### config.mk
export PLATFORM = sky130hd
export DESIGN_NAME = fetch_unit_flat
export DESIGN_NICKNAME = d
export VERILOG_FILES = /design/src/rtl/fetch_unit_if.sv /design/src/rtl/fetch_unit.sv /design/src/flat_wrapper.sv
export SDC_FILE = /design/constraint.sdc
export NUM_CORES = 1
export LEC_CHECK = 0
export BUFFER_PORTS_ARGS = -buffer_cell sky130_fd_sc_hd__buf_4
export CORE_UTILIZATION = 23
export CTS_CLUSTER_DIAMETER = 200
export DETAILED_ROUTE_END_ITERATION = 8
export GPL_ROUTABILITY_DRIVEN = 0
export SYNTH_ARGS = -nofsm -noshare
export SYNTH_HDL_FRONTEND = slang
export SYNTH_SLANG_ARGS = --single-unit
### constraint.sdc
create_clock -name CLK -period 4.6 [get_ports CLK]
set_clock_uncertainty 0.05 [all_clocks]
set_input_delay 0.92 -clock CLK [delete_from_list [all_inputs] [get_ports CLK]]
set_output_delay 0.92 -clock CLK [all_outputs]
set_load 0.01 [all_outputs]
### src/rtl/fetch_unit_if.sv
// Instruction-memory read channel between the fetch unit and imem.
// Request is held until ready; ready may coincide with the request cycle.
interface fetch_unit_if;
    logic        imem_req;
    logic [31:0] imem_addr;
    logic        imem_ready;
    logic [31:0] imem_rdata;

    modport master (
        output imem_req,
        output imem_addr,
        input  imem_ready,
        input  imem_rdata
    );

    modport slave (
        input  imem_req,
        input  imem_addr,
        output imem_ready,
        output imem_rdata
    );
endinterface

### src/rtl/fetch_unit.sv
// IF stage: owns the PC, issues one imem read at a time, presents IMcode_F/PC_F,
// flags illegal fetch addresses and applies D-stage redirects on hand-off.
module fetch_unit #(
    parameter logic [31:0] RESET_PC = 32'h0000_3000,
    parameter logic [31:0] IM_BASE  = 32'h0000_3000,
    parameter logic [31:0] IM_SIZE  = 32'h0000_4000
) (
    input  logic                CLK,
    input  logic                Reset,
    input  logic                Stall,
    input  logic                Redirect,
    input  logic [31:0]         Redirect_PC,
    fetch_unit_if.master        imem,
    output logic [31:0]         IMcode_F,
    output logic [31:0]         PC_F,
    output logic                ExcAdEL_F,
    output logic                IF_Busy
);

    localparam int unsigned XLEN = 32;

    typedef enum logic [0:0] {
        S_REQ  = 1'b0,
        S_HOLD = 1'b1
    } state_e;

    state_e            state_q, state_d;
    logic [XLEN-1:0]   pc_q, pc_d;
    logic [XLEN-1:0]   ibuf_q, ibuf_d;

    logic              legal_c;
    logic              valid_c;
    logic              req_c;
    logic [XLEN-1:0]   npc_c;

    // Window check written as offset compare so the upper bound cannot wrap.
    always_comb begin
        legal_c = (pc_q[1:0] == 2'b00) &&
                  (pc_q >= IM_BASE) &&
                  ((pc_q - IM_BASE) < IM_SIZE);
    end

    assign npc_c = Redirect ? Redirect_PC : pc_q + XLEN'(4);

    always_ff @(posedge CLK) begin
        if (Reset) begin
            state_q <= S_REQ;
            pc_q    <= RESET_PC;
            ibuf_q  <= '0;
        end else begin
            state_q <= state_d;
            pc_q    <= pc_d;
            ibuf_q  <= ibuf_d;
        end
    end

    always_comb begin
        state_d  = state_q;
        pc_d     = pc_q;
        ibuf_d   = ibuf_q;
        req_c    = 1'b0;
        valid_c  = 1'b0;
        IMcode_F = '0;
        IF_Busy  = 1'b0;

        case (state_q)
            S_REQ: begin
                if (legal_c) begin
                    req_c = 1'b1;
                    if (imem.imem_ready) begin
                        valid_c  = 1'b1;
                        IMcode_F = imem.imem_rdata;
                        // Capture so a stalled instruction is never re-read.
                        if (Stall) begin
                            ibuf_d  = imem.imem_rdata;
                            state_d = S_HOLD;
                        end
                    end else begin
                        IF_Busy = 1'b1;
                    end
                end else begin
                    valid_c = 1'b1;
                end
            end
            S_HOLD: begin
                valid_c  = 1'b1;
                IMcode_F = ibuf_q;
                if (!Stall) begin
                    state_d = S_REQ;
                end
            end
            default: begin
                state_d = S_REQ;
            end
        endcase

        if (valid_c && !Stall) begin
            pc_d = npc_c;
        end
    end

    assign imem.imem_req  = req_c && !Reset;
    assign imem.imem_addr = {pc_q[XLEN-1:2], 2'b00};
    assign PC_F           = pc_q;
    assign ExcAdEL_F      = !legal_c;

endmodule

### src/flat_wrapper.sv
// flat-port wrapper written by rule: the top's interface ports become plain ports
module fetch_unit_flat 
#(
    parameter logic [31:0] RESET_PC = 32'h0000_3000,
    parameter logic [31:0] IM_BASE  = 32'h0000_3000,
    parameter logic [31:0] IM_SIZE  = 32'h0000_4000
)
  (CLK, Reset, Stall, Redirect, Redirect_PC, IMcode_F, PC_F, ExcAdEL_F, IF_Busy, imem_imem_req, imem_imem_addr, imem_imem_ready, imem_imem_rdata);
  fetch_unit_if imem_i ();
  input  logic CLK;
  input  logic Reset;
  input  logic Stall;
  input  logic Redirect;
  input  logic [31:0] Redirect_PC;
  output logic [31:0] IMcode_F;
  output logic [31:0] PC_F;
  output logic ExcAdEL_F;
  output logic IF_Busy;
  output wire logic [$bits(imem_i.imem_req)-1:0] imem_imem_req;
  output wire logic [$bits(imem_i.imem_addr)-1:0] imem_imem_addr;
  input wire logic [$bits(imem_i.imem_ready)-1:0] imem_imem_ready;
  input wire logic [$bits(imem_i.imem_rdata)-1:0] imem_imem_rdata;
  assign imem_imem_req = imem_i.imem_req;
  assign imem_imem_addr = imem_i.imem_addr;
  assign imem_i.imem_ready = imem_imem_ready;
  assign imem_i.imem_rdata = imem_imem_rdata;
  fetch_unit #(.RESET_PC(RESET_PC), .IM_BASE(IM_BASE), .IM_SIZE(IM_SIZE)) u_core (.CLK(CLK), .Reset(Reset), .Stall(Stall), .Redirect(Redirect), .Redirect_PC(Redirect_PC), .imem(imem_i), .IMcode_F(IMcode_F), .PC_F(PC_F), .ExcAdEL_F(ExcAdEL_F), .IF_Busy(IF_Busy));
endmodule
==> summary by stage <==
Clocking
Once the clock tree was built, the setup fixing pass inserted 0 buffers. The root buffer cell chosen for the clock tree is clkbuf_16. Buffers inserted during clock tree synthesis total 9.

Post-CTS repair changed the size of 0 cells. The count of H-tree levels built during CTS is 3. The CTS sink count is 65. The clock latency reported for the late side of the worst-skew pair is 330 ps. The number of hold buffers added after CTS was 0.

Clock-pin slew was measured on the worst setup and hold paths at 60 ps. TritonCTS built the clock tree. The buffer depth of the longest clock path is 2.

Detailed routing
The violation count after the first detailed-routing iteration is 180. Dividing the detail-routed wire length by the instance count gives 16.1 um. The number of detailed-routing iterations run before antenna repair is 4. Summing over every cut layer, the via total after detailed routing is 3,940.

Using the TritonRoute via totals, the vias-per-cell ratio works out to 4.83. In the routed design, unresolved DRC markers number 0. Summed over all layers, the routed wires come to 13.2 mm. The number of routed nets with antenna violations is 0.

Placed design
The placement-stage worst setup slack is 1540 ps. The half-perimeter wire length of the detailed placement result is 9.36 mm. The number of cells after detailed placement is 799. During placement, the flow inserted port buffers numbering 165.

Global routing
The leftover overflow at the end of global routing is 0. Entering global routing, the biggest net connects 71 pins. The number of antenna violations at the first check in global routing is 0.

The all-layer global routing usage is 14.8%. The via count of the first global-routing pass is 3,683. The first global-routing pass estimated 20.6 mm of wire.

Logic synthesis
The portion of netlist area occupied by mux cells is 8.97%. Yosys attributes the largest share of cell area to dfxtp_1 33%, mux2i_1 9.0%, a22o_1 8.1%. For this run, the leading register cell type out of synthesis is dfxtp_1. The dominant combinational cell family by area after synthesis is compound AO/OA/AOI/OAI gates. The top cell type by area accounts for 33.3% of the synthesized area. Summing the areas of all xor and xnor instances in the mapped netlist gives 0% of the synthesized area.

The area fraction in and, or, nand and nor cells after synthesis is 19.8%. The average cell area after synthesis is 8.15 um2. The synthesized-area fraction occupied by ao, oa, aoi and oai cells is 25.6%. The post-synthesis register bit count is 65. Of all cell types, the one taking the most synthesized area is dfxtp_1. The cell count after synthesis is 479.

In this run the cell area of the synthesized design comes to 0.00390 mm2. After synthesis, the share of flip-flops with an asynchronous set or reset is 0%. The adder-cell share of the synthesized area is 0.641%.

The sequential fraction of the synthesis area is 33.3%. The number of enable-type register cells in the synthesized netlist is 0. The synthesized netlist contains 48 unique library cells.

The yosys synthesis warning count is 0.

Critical path
The largest fanout of any net on the critical path is 33. At the worst endpoint, the arrival time is 2480 ps. STA classifies the critical path startpoint as a flip-flop. The worst setup path is of the reg2out kind. STA classifies the critical path endpoint as an output pin. The required time of the critical path is 3630 ps.

Flow run
The max capacitance violation total is 0.

STA
The number of endpoints with negative hold slack in the final report is 0. The final period utilization is 75.0%. The final-report setup violation count is 0. The worst slew margin relative to its limit is 29.4%.

For the finished layout, the period the worst path requires is 3450 ps. The final setup slack of the worst path is 1150 ps. Summed over all failing endpoints, the final setup total negative slack is 0 ps.

Setup repair after global routing left no endpoint under its margin. The peak clock frequency supported by timing is 0.290 GHz. The final number of max-transition violations was 0. For the pin with the worst max-slew slack, the measured transition is 1060 ps.

Pwr
The worst ir drop on vdd is 0.166 mV. The leakage dissipation is 2.14 nW. Dividing total power by cell area gives a power density of 288 mW/mm2.

Layout
The layout overhead on the synthesized area is 35.8%. The finished layout holds 815 standard cells, fillers aside. 0 antenna diodes ended up in the layout. The final layout contains 661 nets.

The footprint of the flip-flops and latches is 0.00130 mm2. The post-route netlist has 32.6% of its cells at a drive strength greater than 1. The total area of multi-input combinational cells is 0.00216 mm2. The layout has 1,857 filler cells.

In the layout the commonest cells are 170 x buf_4, 65 x dfxtp_1, 53 x nor2_1, 36 x a22o_1, 35 x mux2i_1. The library cell used most frequently in the layout, excluding fill and tap cells, is buf_4.

Floorplan
The die covers 0.0175 mm2. The core area is 0.0166 mm2. The initial cell density of the core is 23.5%. The floorplan step set the die height to 132 um. During I/O placement, the number of pins put on the boundary was 168.

The number of standard-cell rows in the floorplan is 47. The floorplan die width is 132 um.

Run status
The run finished with clean final reports.

Hold path
In this run the worst hold path is classified as reg2reg.
[worst max-delay path: stages (launching register included)]
cell and delay (ps):
dfxtp_1 390, nor4_2 460, nand3_2 290, nor4b_4 300, buf_4 370, a22o_1 190
buf_4 120
[registers in the layout, summed over array words and instances (netlist names)]
register        flops
u_core.PC_F        32
u_core.state_q      1
u_core.ibuf_q      32
[path summary, 6_finish.rpt]
check             slack [ps]  cells after the start                 to              start
setup / recovery        1150                      6       IMcode_F[22]    u_core.PC_F[29]
hold / removal           440                      2  u_core.ibuf_q[26]  u_core.ibuf_q[26]
setup reg to reg        1920                      5    u_core.PC_F[27]    u_core.PC_F[29]
hold reg to reg          440                      2  u_core.ibuf_q[26]  u_core.ibuf_q[26]
[routing by layer]
| metal | up-vias | share of wire, % | track usage [%] | wire (um) |
|---|---|---|---|---|
| li1 | 1957 | - | - | - |
| met4 | 0 | 1.3 | 4.53 | 174 |
| met1 | 1864 | 48 | 19.8 | 6310 |
| met2 | 105 | 47 | 24.0 | 6140 |
| met3 | 14 | 4.1 | 2.96 | 536 |
| met5 | - | 0 | 0 | 0 |
[where the power goes]
part / total, mW / leakage (nW) / internal (mW) / switching (mW)
Sequential: 0.625 / 0.528 / 0.586 / 0.0392
Combinational: 0.292 / 1.48 / 0.143 / 0.149
Clock: 0.610 / 0.130 / 0.361 / 0.249
[logic make-up (layout without fill, tap and decap cells)]
| family | count (synthesis) | in the layout |
|---|---|---|
| and+or+nand+nor | 153 | 153 |
| buffers and inverters | 78 | 193 |
| AOI/OAI and AO/OA | 145 | 145 |
| other | 1 | 2 |
| DFF | 65 | 65 |
| muxes | 35 | 35 |
| adders and majority gates | 2 | 2 |
[metrics by stage]
| stage | hold WS, ps | utilization, % | cell area (um2) | total power [mW] |
|---|---|---|---|---|
| 3_3_place_gp | 425 | 30.4 | 5040 | 0.930 |
| 4_1_cts | 447 | 32.0 | 5300 | 1.54 |
| 3_5_place_dp | 430 | 30.4 | 5040 | 0.931 |
| 2_1_floorplan | 411 | - | 3910 | 0.796 |
| 5_1_grt | 469 | 32.0 | 5300 | 1.59 |
| 6_report | 444 | 32.0 | 5300 | 1.53 |
[Yosys cell counts (all sizes together) (2+ instances only)]
cell type and number:
buf 49, mux2i 35, nor4 10, nand2 34
a21o 4, nand4 12, and3 3, a31oi 8
nand2b 3, a211oi 6, o31ai 5, a22o 36
o21a 4, a32o 6, and4 4, and2 4
inv 7, clkbuf 22, nand3 17, nor2 53
a21oi 32, o41ai 4, o21ai 31, dfxtp 65
nor3 9, ha 2
[layout make-up]
| class | instances | share of cell area [%] |
|---|---|---|
| clock buffer | 12 | 4.46 |
| inverter | 7 | 0.496 |
| tap | 220 | 5.19 |
| timing repair buffer | 170 | 24.1 |
| multi-input combinational | 337 | 40.8 |
| clock inverter | 4 | 0.378 |
| sequential | 65 | 24.6 |
No activity file was read; power rests on OpenSTA's default activity.
